$ cat src/rtl/ctrl_pkg.sv
// Shared definitions for the pipelined ARM-subset control unit.
//   op_t        : instruction class held in Instr[27:26]
//   CMD_*       : data-processing cmd field values, Instr[24:21]
//   ALU_*       : ALUControl encodings (3-bit superset)
//   COND_*      : ARM condition codes
//   FLAG_*      : NZCV bit positions inside the flag register
//   ectl_t      : Execute-stage control bundle, ALU control excluded
package ctrl_pkg;

  typedef enum logic [1:0] {
    OP_DP  = 2'b00,
    OP_MEM = 2'b01,
    OP_BR  = 2'b10,
    OP_NOP = 2'b11
  } op_t;

  localparam logic [3:0] CMD_AND = 4'b0000;
  localparam logic [3:0] CMD_EOR = 4'b0001;
  localparam logic [3:0] CMD_SUB = 4'b0010;
  localparam logic [3:0] CMD_ADD = 4'b0100;
  localparam logic [3:0] CMD_TST = 4'b1000;
  localparam logic [3:0] CMD_CMP = 4'b1010;
  localparam logic [3:0] CMD_CMN = 4'b1011;
  localparam logic [3:0] CMD_ORR = 4'b1100;

  localparam logic [2:0] ALU_ADD = 3'b000;
  localparam logic [2:0] ALU_SUB = 3'b001;
  localparam logic [2:0] ALU_AND = 3'b010;
  localparam logic [2:0] ALU_ORR = 3'b011;
  localparam logic [2:0] ALU_EOR = 3'b100;

  localparam logic [3:0] COND_EQ = 4'h0;
  localparam logic [3:0] COND_NE = 4'h1;
  localparam logic [3:0] COND_CS = 4'h2;
  localparam logic [3:0] COND_CC = 4'h3;
  localparam logic [3:0] COND_MI = 4'h4;
  localparam logic [3:0] COND_PL = 4'h5;
  localparam logic [3:0] COND_VS = 4'h6;
  localparam logic [3:0] COND_VC = 4'h7;
  localparam logic [3:0] COND_HI = 4'h8;
  localparam logic [3:0] COND_LS = 4'h9;
  localparam logic [3:0] COND_GE = 4'hA;
  localparam logic [3:0] COND_LT = 4'hB;
  localparam logic [3:0] COND_GT = 4'hC;
  localparam logic [3:0] COND_LE = 4'hD;
  localparam logic [3:0] COND_AL = 4'hE;

  localparam int unsigned FLAG_N = 3;
  localparam int unsigned FLAG_Z = 2;
  localparam int unsigned FLAG_C = 1;
  localparam int unsigned FLAG_V = 0;

  typedef struct packed {
    logic       regw;
    logic       memw;
    logic       memtoreg;
    logic       alusrc;
    logic       branch;
    logic       pcs;
    logic       nowrite;
    logic [1:0] flagw;
    logic [3:0] cond;
  } ectl_t;

endpackage

$ cat src/rtl/pipelined_controller_p_cond_check.sv
// Condition-code evaluator (combinational).
//   cond   : ARM condition field of the instruction in Execute
//   flags  : current NZCV register
//   condex : 1 when the instruction should execute; code 4'hF never executes
module cond_check
  import ctrl_pkg::*;
(
  input  logic [3:0] cond,
  input  logic [3:0] flags,
  output logic       condex
);

  logic n, z, c, v, ge;

  always_comb begin
    n  = flags[FLAG_N];
    z  = flags[FLAG_Z];
    c  = flags[FLAG_C];
    v  = flags[FLAG_V];
    ge = (n == v);
    condex = 1'b0;
    case (cond)
      COND_EQ: condex = z;
      COND_NE: condex = ~z;
      COND_CS: condex = c;
      COND_CC: condex = ~c;
      COND_MI: condex = n;
      COND_PL: condex = ~n;
      COND_VS: condex = v;
      COND_VC: condex = ~v;
      COND_HI: condex = c & ~z;
      COND_LS: condex = ~c | z;
      COND_GE: condex = ge;
      COND_LT: condex = ~ge;
      COND_GT: condex = ~z & ge;
      COND_LE: condex = z | ~ge;
      COND_AL: condex = 1'b1;
      default: condex = 1'b0;
    endcase
  end

endmodule

$ cat src/rtl/pipelined_controller_p.sv
// Control unit for the five-stage ARM-subset CPU.
// Decodes Instr[31:12] in Decode, carries control through E/M/W, resolves
// conditional execution and the NZCV register in Execute.
//   clk, reset            : clock, synchronous active-low reset
//   Instr_D               : Instr[31:12] in Decode
//   ALUFlags_E            : NZCV from the ALU for the instruction in E
//   FlushE / StallE       : hazard-unit bubble / hold controls
//   RegSrc_D, ImmSrc_D    : combinational Decode selects
//   ALUSrc_E, ALUControl_E, BranchTaken_E, MemtoReg_E : Execute controls
//   RegWrite_M, MemWrite_M                            : Memory controls
//   RegWrite_W, MemtoReg_W, PCSrc_W                   : Writeback controls
//   PCWrPending_F         : a PC write is in flight in D, E or M
//   Flags_q               : architectural NZCV
module pipelined_controller_p
  import ctrl_pkg::*;
#(
  parameter int ALUCTL_W = 2,
  parameter int EXT_ALU  = 0,
  parameter int FLAGS_W  = 4
) (
  input  logic                clk,
  input  logic                reset,
  input  logic [19:0]         Instr_D,
  input  logic [FLAGS_W-1:0]  ALUFlags_E,
  input  logic                FlushE,
  input  logic                StallE,
  output logic [1:0]          RegSrc_D,
  output logic [1:0]          ImmSrc_D,
  output logic                ALUSrc_E,
  output logic [ALUCTL_W-1:0] ALUControl_E,
  output logic                BranchTaken_E,
  output logic                MemtoReg_E,
  output logic                RegWrite_M,
  output logic                MemWrite_M,
  output logic                RegWrite_W,
  output logic                MemtoReg_W,
  output logic                PCSrc_W,
  output logic                PCWrPending_F,
  output logic [FLAGS_W-1:0]  Flags_q
);

  op_t                 op;
  logic [5:0]          funct;
  logic [3:0]          cmd;
  logic [3:0]          rd;
  ectl_t               d, e;
  logic [ALUCTL_W-1:0] alu_d, alu_e;
  logic                is_dp, known, arith;
  logic                condex;
  logic                memtoreg_m, pcsrc_m, pcs_m;

  assign op    = op_t'(Instr_D[15:14]);
  assign funct = Instr_D[13:8];
  assign cmd   = funct[4:1];
  assign rd    = Instr_D[3:0];

  always_comb begin
    d        = '0;
    d.cond   = Instr_D[19:16];
    RegSrc_D = 2'b00;
    ImmSrc_D = 2'b00;
    is_dp    = 1'b0;
    case (op)
      OP_DP: begin
        d.regw   = 1'b1;
        d.alusrc = funct[5];
        is_dp    = 1'b1;
      end
      OP_MEM: begin
        d.alusrc = 1'b1;
        ImmSrc_D = 2'b01;
        if (funct[0]) begin
          d.memtoreg = 1'b1;
          d.regw     = 1'b1;
        end else begin
          d.memw   = 1'b1;
          RegSrc_D = 2'b10;
        end
      end
      OP_BR: begin
        d.branch = 1'b1;
        d.alusrc = 1'b1;
        ImmSrc_D = 2'b10;
        RegSrc_D = 2'b01;
      end
      default: ;
    endcase

    // Non-DP classes always use ADD; unrecognised DP cmds fall back to ADD
    // with the register write suppressed.
    alu_d = ALUCTL_W'(ALU_ADD);
    known = 1'b1;
    arith = 1'b0;
    if (is_dp) begin
      case (cmd)
        CMD_ADD: arith = 1'b1;
        CMD_SUB: begin alu_d = ALUCTL_W'(ALU_SUB); arith = 1'b1; end
        CMD_AND: alu_d = ALUCTL_W'(ALU_AND);
        CMD_ORR: alu_d = ALUCTL_W'(ALU_ORR);
        CMD_EOR: begin
          if (EXT_ALU != 0) alu_d = ALUCTL_W'(ALU_EOR);
          else              known = 1'b0;
        end
        CMD_CMP: begin
          if (EXT_ALU != 0) begin
            alu_d = ALUCTL_W'(ALU_SUB); d.nowrite = 1'b1; arith = 1'b1;
          end else known = 1'b0;
        end
        CMD_CMN: begin
          if (EXT_ALU != 0) begin
            d.nowrite = 1'b1; arith = 1'b1;
          end else known = 1'b0;
        end
        CMD_TST: begin
          if (EXT_ALU != 0) begin
            alu_d = ALUCTL_W'(ALU_AND); d.nowrite = 1'b1;
          end else known = 1'b0;
        end
        default: known = 1'b0;
      endcase
      if (!known) d.regw = 1'b0;
    end
    d.flagw[1] = is_dp & funct[0];
    d.flagw[0] = is_dp & funct[0] & arith;
    // Flag-only ops never retire a register, so Rd==PC on them is not a PC write.
    d.pcs = ((rd == 4'hF) & d.regw & ~d.nowrite) | d.branch;
  end

  cond_check u_cond (
    .cond   (e.cond),
    .flags  (Flags_q[3:0]),
    .condex (condex)
  );

  assign ALUSrc_E      = e.alusrc;
  assign ALUControl_E  = alu_e;
  assign MemtoReg_E    = e.memtoreg;
  assign BranchTaken_E = e.branch & condex;
  // pcs_m is kept ungated: the hazard unit must wait until the condition has
  // been resolved into the M register before it can trust PCSrc.
  assign PCWrPending_F = d.pcs | e.pcs | pcs_m;

  always_ff @(posedge clk) begin
    if (!reset) begin
      e          <= '0;
      alu_e      <= '0;
      RegWrite_M <= 1'b0;
      MemWrite_M <= 1'b0;
      memtoreg_m <= 1'b0;
      pcsrc_m    <= 1'b0;
      pcs_m      <= 1'b0;
      RegWrite_W <= 1'b0;
      MemtoReg_W <= 1'b0;
      PCSrc_W    <= 1'b0;
      Flags_q    <= '0;
    end else begin
      if (FlushE) begin
        e     <= '0;
        alu_e <= '0;
      end else if (!StallE) begin
        e     <= d;
        alu_e <= alu_d;
      end
      if (!StallE) begin
        RegWrite_M <= e.regw & condex & ~e.nowrite;
        MemWrite_M <= e.memw & condex;
        memtoreg_m <= e.memtoreg;
        pcsrc_m    <= e.pcs & condex;
        pcs_m      <= e.pcs;
        RegWrite_W <= RegWrite_M;
        MemtoReg_W <= memtoreg_m;
        PCSrc_W    <= pcsrc_m;
        if (condex) begin
          if (e.flagw[1]) Flags_q[3:2] <= ALUFlags_E[3:2];
          if (e.flagw[0]) Flags_q[1:0] <= ALUFlags_E[1:0];
        end
      end
    end
  end

endmodule
$ cat config.mk
export PLATFORM = sky130hd
export DESIGN_NAME = pipelined_controller_p
export DESIGN_NICKNAME = d
export VERILOG_FILES = /design/src/rtl/ctrl_pkg.sv /design/src/rtl/pipelined_controller_p_cond_check.sv /design/src/rtl/pipelined_controller_p.sv
export SDC_FILE = /design/constraint.sdc
export NUM_CORES = 1
export LEC_CHECK = 0
export CAP_MARGIN = 20
export CELL_PAD_IN_SITES_DETAIL_PLACEMENT = 0
export CELL_PAD_IN_SITES_GLOBAL_PLACEMENT = 1
export CORE_UTILIZATION = 36
export DETAILED_ROUTE_END_ITERATION = 7
export HOLD_SLACK_MARGIN = 0.1
export PLACE_DENSITY = 0.94
export SYNTH_ARGS = -nofsm -noshare
export SYNTH_HDL_FRONTEND = slang
export SYNTH_SLANG_ARGS = --single-unit
$ cat constraint.sdc
create_clock -name clk -period 4 [get_ports clk]
set_input_delay 0.4 -clock clk [delete_from_list [all_inputs] [get_ports clk]]
set_output_delay 0.4 -clock clk [all_outputs]
set_load 0.005 [all_outputs]
==> impl.org <==
** Synthesis
- Async set-reset flop share out of synthesis :: 0%
- Mean area per synthesized cell :: 9.16 µm²
- After synthesis the cells add up to 0.00140 mm².
- Share of synthesized area occupied by flip-flops and latches :: 37.1%
- After synthesis, the netlist uses 40 different library cells.
- Among all flip-flop cells after synthesis, the most frequent one is sky130_fd_sc_hd__dfxtp_1.
- Synthesis inferred 26 register bits.
- In the synthesized netlist, the number of instances is 153.
- EDFF count, synth :: 0
- When the netlist entered floorplanning its net count stood at 186.
- Synthesis warning total :: 0

** Clock tree
- Buffers added to address setup during post-CTS repair amount to 0.
- Post_cts resized :: 0
- Maximum level of the CTS H-tree :: 1
- Buffers inserted to repair hold after CTS numbered 0.
- Clock latency at the later pin of the worst-skew pair :: 0.28 ns
- Clock slew at reported path FFs :: 0.09 ns
- CTS Buffer Depth :: 2
- TritonCTS built the clock tree.
- Root cell of the clock tree :: sky130_fd_sc_hd__clkbuf_8
- Total clock buffers created by CTS :: 3
- Number of clock sinks seen by CTS :: 26

** Worst setup path
- On the worst path, the slowest cell contributes a delay of 0.54 ns.
- The worst setup path is captured at a primary output.
- Critical path depth in cells :: 5
- Cell family with the largest share of critical-path delay :: simple AND/OR/NAND/NOR gates
- R2r endpoint :: Flags_q[3]
- R2R Path Start :: e[2]
- STA classifies the critical path startpoint as a flop.
- CP startpoint :: e[2]
- The setup check on the worst reg-to-reg path leaves a slack of 2.04 ns.
- Data required time at the worst endpoint :: 3.60 ns
- Counting both buffers and inverters, the worst setup path holds a total of 1.
- Data arrival time of the worst path :: 2.44 ns
- Slowest cell on the critical path :: sky130_fd_sc_hd__nor3_1
- The critical path goes through mux2i_1, xor2_1, nor3_1, o31a_2, clkdlybuf4s50_1.
- In this run the worst path has a maximum fanout of 10.
- CP Capture Point :: BranchTaken_E
- The worst setup path is of the flop to primary output kind.
- For the worst flop-to-flop path, the logic depth is 5.

** Final layout
- Syn-to-layout area delta :: 34.2%
- Most common library cell in the layout ignoring fill and taps :: sky130_fd_sc_hd__clkdlybuf4s50_1
- Most used cells in the layout excluding fill and tap cells :: 42 x sky130_fd_sc_hd__clkdlybuf4s50_1, 26 x sky130_fd_sc_hd__dfxtp_1, 17 x sky130_fd_sc_hd__nand2_1
- Register bank with the most flops :: e
- Layout cell share with drive strength beyond 1 :: 6.81%
- Total number of nets in the final design :: 225
- ANT cells :: 0
- Cells fill 51.0% of the core in the end.
- Fill cell total of the finished layout :: 383
- The register with the most flip-flops in the layout has 10 of them.

** Placed design
- Summed over all nets, the half-perimeter wirelength after detailed placement is 2.12 mm.
- Gpl congestion :: 0.784
- In this run the tool buffered the top-level ports with 42 buffer cells.

** Route
- Dividing the detail-routed wire length by the instance count gives 12.2 µm.
- The count of nets left with antenna violations once routing finished came out at 0.
- Number of vias per cell after detailed routing :: 5.03
- In this run, the number of DRC markers left after iteration 0 of detailed routing was 63.
- DR vias :: 1,203
- Number of iterations in the first detailed-routing pass :: 4
- DRC violation count after routing :: 0
- Wires add up to 2.91 mm.

** Timing
- Clock Skew :: 0.00442 ns
- Fin. Hold Viols :: 0
- Setup violations remaining at the end of the flow were counted as 0.
- Timing would allow up to 352 MHz.
- Clock period minus worst slack :: 2.84 ns
- Headroom to the max-slew limit :: 48.0%
- Final cycle utilization of the critical path :: 71.0%
- Adding up every negative setup slack in the final design gives 0 ns.
- Setup repair after global routing left no endpoint under its margin.
- Final number of max-transition violations :: 0
- At the pin with the least slew margin, the transition time is 0.777 ns.

** Run
- Max-cap violations in this run came to 0.

** Floorplan
- Area of the core region :: 0.00369 mm²
- In this run the horizontal extent of the chip is 64.4 µm.
- Die Y-Extent :: 64.4 µm
- Number of placement rows :: 22
- Number of primary I/O pins :: 47
- Initial core utilization :: 38.0%
- The die covers 0.00415 mm².

** Power
- Power density normalized to cell area :: 270 mW/mm²
- IR analysis of the VDD net gives a maximum drop of 0.134 mV.
- For this design the static power due to leakage is 0.722 nW.

** GRT
- Number of global-route vias before repair :: 1,066
- GRT Util Overall :: 14.5%
- The first global-routing pass estimated 4.69 mm of wire.
- Sum of overflow across all layers after global routing :: 0
- The initial antenna violation count is 0.
- Entering global routing, the biggest net connects 20 pins.

** Hold path
- The min-delay analysis places its worst path in the category flop to flop.

** Run status
- The flow ran to the end, and the final reports show no timing, DRC or antenna violations.
tightest hold or removal path, delay by kind of cell (launching register included):
family,cells,cell delay (ns)
simple gates,1,0.06
compound gates,1,0.05
flops,1,0.32
routing by layer:
layer  GRT usage (%)  share of wire [%]  up-vias
met2            23.0                 44       27
met5               0                  0        -
met3            2.14                3.4        5
met4            5.83                1.5        0
li1                -                  -      613
met1            19.5                 51      558
power breakdown:
part	internal (mW)	total, mW	switching (mW)	leakage [nW]
combinational	0.0408	0.0707	0.0299	0.483
clock	0.0882	0.172	0.0835	0.0288
sequential	0.262	0.266	0.00402	0.210
total	0.391	0.508	0.117	0.722
cells in the mapped netlist (3+ instances only):
| cell | instances | area, µm² |
|---|---|---|
| sky130_fd_sc_hd__clkbuf_1 | 3 | 11.3 |
| sky130_fd_sc_hd__inv_1 | 4 | 15.0 |
| sky130_fd_sc_hd__nand2b_1 | 3 | 18.8 |
| sky130_fd_sc_hd__mux2i_1 | 15 | 150 |
| sky130_fd_sc_hd__ha_1 | 5 | 62.6 |
| sky130_fd_sc_hd__nand2_1 | 17 | 63.8 |
| sky130_fd_sc_hd__nor2_1 | 16 | 60.1 |
| sky130_fd_sc_hd__xor2_1 | 3 | 26.3 |
| sky130_fd_sc_hd__buf_4 | 4 | 30.0 |
| sky130_fd_sc_hd__nor3_1 | 4 | 20.0 |
| sky130_fd_sc_hd__nor2b_1 | 7 | 43.8 |
| sky130_fd_sc_hd__dfxtp_1 | 26 | 521 |
| sky130_fd_sc_hd__a21oi_1 | 13 | 65.1 |
cell type report:
cell class	count	area, µm²	area share (%)
inverter	4	15.0	0.798
tap	48	60.1	3.19
clock buffer	4	55.1	2.93
timing repair buffer	43	428	22.8
multi-input combinational	114	802	42.6
sequential	26	520	27.7
worst min path at each step:
stage | from | endpoint | slack [ns] | depth (start not counted)
2_1_floorplan | e[12] | e[12] | 0.44 | 2
3_3_place_gp | e[12] | e[12] | 0.45 | 2
3_5_place_dp | e[12] | e[12] | 0.46 | 2
4_1_cts | e[12] | e[12] | 0.47 | 2
5_1_grt | e[12] | e[12] | 0.50 | 2
6_report | e[12] | e[12] | 0.47 | 2
kinds of logic (layout without fill, tap and decap cells):
logic type / count (synthesis) / in the layout / share of synthesized area (%)
adders and majority gates: 5 / 5 / 4.46
DFF: 26 / 26 / 37.1
buffers and inverters: 13 / 51 / 5.62
AOI/OAI and AO/OA: 28 / 28 / 15.4
xor gates and xnor gates: 4 / 4 / 2.50
muxes: 16 / 16 / 11.5
and+or+nand+nor: 61 / 61 / 23.4
metrics by stage:
step / hold slack (ns) / setup slack (ns) / total power [mW] / cell area [µm²] / instances
after CTS: 0.474 / 1.16 / 0.515 / 1880 / 239
after floorplan: 0.438 / 2.22 / 0.307 / 1400 / 153
after detailed placement: 0.459 / 1.29 / 0.343 / 1830 / 235
after global placement: 0.451 / 1.32 / 0.343 / 1830 / 235
final: 0.470 / 1.16 / 0.508 / 1880 / 239
after global routing: 0.498 / 1.03 / 0.530 / 1880 / 239
Note: power is estimated with default switching activity, not from simulation.
==> patch 1, RTL diff (same flow settings) <==
The parameter `EXT_ALU` goes from 0 to 1.
--- a/src/rtl/pipelined_controller_p.sv
+++ b/src/rtl/pipelined_controller_p.sv
@@ -15,7 +15,7 @@
   import ctrl_pkg::*;
 #(
   parameter int ALUCTL_W = 2,
-  parameter int EXT_ALU  = 0,
+  parameter int EXT_ALU  = 1,
   parameter int FLAGS_W  = 4
 ) (
   input  logic                clk,
Formal check against the unedited RTL: not equivalent (Yosys sat finds a counterexample within 4 cycles, from zero or initial values and one cycle with reset low).
==> patch 1 against the original RTL <==
Die area rose by 5.1%; area after synthesis rose by 5.3%; sequential power rose by 4%; global-route usage rose by 0.72 points; first-iteration DRC count fell by 16%; total power rose by 1.1%; sequential cell count rose by 1; final area rose by 2.9%; maximum frequency fell by 3.6%; utilization barely moved; wire length rose by 3.4%; setup slack got worse by 0.11 ns; non-clock buffer count did not move.
==> patch 1: results (changes against the original RTL) <==
max reg flops: 11 (was 10)
worst-case hold slack: 0.4817 ns (was 0.4697 ns)
Commonest cells post-synth: sky130_fd_sc_hd__dfxtp_1 (27), sky130_fd_sc_hd__nor2_1 (22), sky130_fd_sc_hd__mux2i_1 (18), sky130_fd_sc_hd__nand2_1 (12), sky130_fd_sc_hd__nor2b_1 (10) (was sky130_fd_sc_hd__dfxtp_1 (26), sky130_fd_sc_hd__nand2_1 (17), sky130_fd_sc_hd__nor2_1 (16), sky130_fd_sc_hd__mux2i_1 (15), sky130_fd_sc_hd__a21oi_1 (13))
Unique masters post-synth: 38 (was 40)
layout cell share with drive strength beyond 1: 5.419% (was 6.806%)
Data arrival, critical path: 2.55 ns (was 2.44 ns)
WHS Endpoint: pcsrc_m$_SDFFE_PN0N_ (was e[12]$_SDFFE_PP0N_)
DRC marker count from the first detailed-route iteration: 53 (was 63)
overall track demand over capacity in global routing: 15.25% (was 14.53%)
post-synthesis net count: 202 (was 186)
worst-margin pin slew: 0.6595 ns (was 0.7771 ns)
post-placement worst setup slack: 1.163 ns (was 1.285 ns)
outcome: completed (unchanged)
Final Skew: 0.01144 ns (was 0.004415 ns)
number of global-route vias before repair: 1,155 (was 1,066)
leakage dissipation: 0.7233 nW (was 0.7221 nW)
post-layout net count: 237 (was 225)
ranking of synthesized cells by area: sky130_fd_sc_hd__dfxtp_1 (37%), sky130_fd_sc_hd__mux2i_1 (12%), sky130_fd_sc_hd__nor2_1 (5.6%), sky130_fd_sc_hd__ha_1 (4.2%), sky130_fd_sc_hd__nor2b_1 (4.2%) (was sky130_fd_sc_hd__dfxtp_1 (37%), sky130_fd_sc_hd__mux2i_1 (11%), sky130_fd_sc_hd__a21oi_1 (4.6%), sky130_fd_sc_hd__nand2_1 (4.6%), sky130_fd_sc_hd__ha_1 (4.5%))
wire length of the first global-routing pass: 5147 µm (was 4685 µm)
Fillers: 382 (was 383)
largest fanout of any net on the critical path: 11 (was 10)
final cell count without fillers: 251 (was 239)
sequential fraction of the synthesis area: 36.64% (was 37.14%)
via density per instance: 5.040 (was 5.033)
compound-cell area share of the yosys netlist: 13.49% (was 15.36%)
-- patch 1: cell count changes in the layout (fill, tap and decap cells not counted), moves of 2 or more --
| cell | change |
|---|---|
| sky130_fd_sc_hd__a21oi_1 | -5 |
| sky130_fd_sc_hd__a21boi_1 | -2 |
| sky130_fd_sc_hd__nor2_1 | +6 |
| sky130_fd_sc_hd__nand2b_1 | +3 |
| sky130_fd_sc_hd__nand3_1 | +9 |
| sky130_fd_sc_hd__o311ai_0 | -2 |
| sky130_fd_sc_hd__o21ai_1 | +3 |
| sky130_fd_sc_hd__nor2b_1 | +3 |
| sky130_fd_sc_hd__and3b_1 | -2 |
| sky130_fd_sc_hd__mux2i_1 | +3 |
| sky130_fd_sc_hd__a31oi_1 | +2 |
| sky130_fd_sc_hd__nand2_1 | -5 |
| sky130_fd_sc_hd__o21ai_0 | +3 |
-- patch 1: final cells by class --
cell class                      instances  area share (%)
Clock buffer                            3           2.133
Clock inverter                          1          0.3878
Inverter                                4          0.7757
Multi-Input combinational cell        125           43.57
Sequential cell                        27           27.92
Tap cell                               48           3.103
Timing Repair Buffer                   43           22.11
-- patch 1: cells by family (layout without fill, tap and decap cells) --
kind of cell	count (synthesis)	count (layout)
compound gates	26	26
xor+xnor	2	2
fa+ha+maj	5	5
buf+inv	17	51
flops	27	27
mux	18	18
simple gates	74	74
-- patch 1: critical path, stage by stage (launching register included) --
cell and delay (ns):
sky130_fd_sc_hd__dfxtp_1 0.42, sky130_fd_sc_hd__and2_4 0.19, sky130_fd_sc_hd__or4b_4 0.49, sky130_fd_sc_hd__a311oi_4 0.32
sky130_fd_sc_hd__nor3_1 0.18, sky130_fd_sc_hd__nor2b_1 0.15, sky130_fd_sc_hd__clkdlybuf4s50_1 0.51
-- patch 1: how the worst max path moves through the flow --
stage               endpoint  slack (ns)  cells after the start
2_1_floorplan  BranchTaken_E        2.00                      6
3_3_place_gp   PCWrPending_F        1.16                      8
3_5_place_dp   PCWrPending_F        1.16                      8
4_1_cts        BranchTaken_E        1.05                      6
5_1_grt        BranchTaken_E        0.94                      6
6_report       BranchTaken_E        1.05                      6
-- patch 1: power groups by stage --
stage                     clock network, mW  logic (mW)  registers, mW
final                                 0.162      0.0746          0.277
after global routing                  0.177      0.0829          0.278
after CTS                             0.169      0.0754          0.277
after detailed placement                  0      0.0748          0.283
after global placement                    0      0.0746          0.283
after floorplan                           0      0.0422          0.280
-- patch 1: metal layers --
metal,global-route usage [%],wire (µm),vias up
met5,0,0,-
met3,3.621,151,3
met1,18.72,1454,577
li1,-,-,656
met2,26.40,1382,29
met4,3.989,24,0
==> patch 2, RTL diff (same flow settings) <==
Without the edit above. Make the reset (`reset`) asynchronous in one clocked block. Comments in the files are not updated.
--- a/src/rtl/pipelined_controller_p.sv
+++ b/src/rtl/pipelined_controller_p.sv
@@ -140,7 +140,7 @@
   // been resolved into the M register before it can trust PCSrc.
   assign PCWrPending_F = d.pcs | e.pcs | pcs_m;
 
-  always_ff @(posedge clk) begin
+  always_ff @(posedge clk or negedge reset) begin
     if (!reset) begin
       e          <= '0;
       alu_e      <= '0;
Check against the original RTL: differs if reset is asserted again (counterexample within 4 cycles, from zero or initial values and one cycle with reset low); with reset held inactive, the same outputs for 10 cycles.
==> patch 2 against the original RTL <==
Total power up 23%; area after synthesis up 4.6%; final area up 7.1%; critical endpoint unchanged; sequential cell count unchanged; count of clock-buffer cells in the layout down 1; largest power group unchanged; setup slack worse by 0.29 ns; wire length up 5.9%; combinational power up 67%.
==> patch 2: results (changes against the original RTL) <==
overall track demand over capacity in global routing: 14.78% (was 14.53%)
Gate power share: 18.8% (was 13.9%)
overall power of the completed layout: 0.6261 mW (was 0.5082 mW)
multiplexer fraction of the synthesized cell area: 13.24% (was 11.52%)
leakage dissipation: 0.8735 nW (was 0.7221 nW)
worst-case hold slack: 0.4808 ns (was 0.4697 ns)
final estimated routing congestion in global placement: 0.7740 (was 0.7843)
met3 Track Usage GR: 2.069% (was 2.143%)
worst-margin pin slew: 0.6084 ns (was 0.7771 ns)
layout cell share with drive strength beyond 1: 8.696% (was 6.806%)
flop2flop setup slack: 1.64 ns (was 2.04 ns)
ranking of synthesized cells by area: sky130_fd_sc_hd__dfrtp_1 (44%), sky130_fd_sc_hd__mux2_2 (5.4%), sky130_fd_sc_hd__ha_1 (5.1%), sky130_fd_sc_hd__nor2_1 (4.9%), sky130_fd_sc_hd__mux2i_1 (4.8%) (was sky130_fd_sc_hd__dfxtp_1 (37%), sky130_fd_sc_hd__mux2i_1 (11%), sky130_fd_sc_hd__a21oi_1 (4.6%), sky130_fd_sc_hd__nand2_1 (4.6%), sky130_fd_sc_hd__ha_1 (4.5%))
sequential logic power: 0.295 mW (was 0.266 mW)
Tightest Hold Check Type: in -> async (was reg -> reg)
post-synthesis xor/xnor area fraction: 1.793% (was 2.500%)
post-placement worst setup slack: 1.178 ns (was 1.285 ns)
via density per instance: 5.112 (was 5.033)
number of global-route vias before repair: 1,112 (was 1,066)
wire length of the first global-routing pass: 4954 µm (was 4685 µm)
global-route met2 utilization: 25.89% (was 23.03%)
fraction of synthesis flops using an asynchronous set or reset pin: 100.0% (was 0%)
met1 WL: 1449 µm (was 1475 µm)
GR Util met1: 19.13% (was 19.55%)
DPL Wire Length: 2288 µm (was 2119 µm)
outcome: completed (unchanged)
DRC marker count from the first detailed-route iteration: 118 (was 63)
Data arrival, critical path: 2.73 ns (was 2.44 ns)
routed length on met3: 118 µm (was 100 µm)
post-layout net count: 219 (was 225)
total instance count after detailed placement: 227 (was 235)
pin count of the biggest net entering global routing: 27 (was 20)
[patch 2: changes by cell type after synthesis, sizes merged, moves of 4 or more]
| cell | delta |
|---|---|
| mux2 | +10 |
| o311ai | -4 |
| nand2 | -7 |
| a22o | +4 |
| dfrtp | +26 |
| dfxtp | -26 |
| mux2i | -8 |
| a21oi | -7 |
[patch 2: area by class of cell]
class	instances	area, µm²
clock inverter	1	30.03
tap	48	60.06
sequential	26	650.6
timing repair buffer	44	455.4
multi-input combinational	105	757.0
inverter	5	18.77
fill	326	1758
clock buffer	3	41.29
[patch 2: critical path, stage by stage, from the launching register on]
cell	delay [ns]
sky130_fd_sc_hd__dfrtp_1	0.54
sky130_fd_sc_hd__or3b_2	0.27
sky130_fd_sc_hd__o21ai_0	0.07
sky130_fd_sc_hd__a2111oi_1	0.60
sky130_fd_sc_hd__nand3_1	0.30
sky130_fd_sc_hd__and2_1	0.25
sky130_fd_sc_hd__clkdlybuf4s50_1	0.44
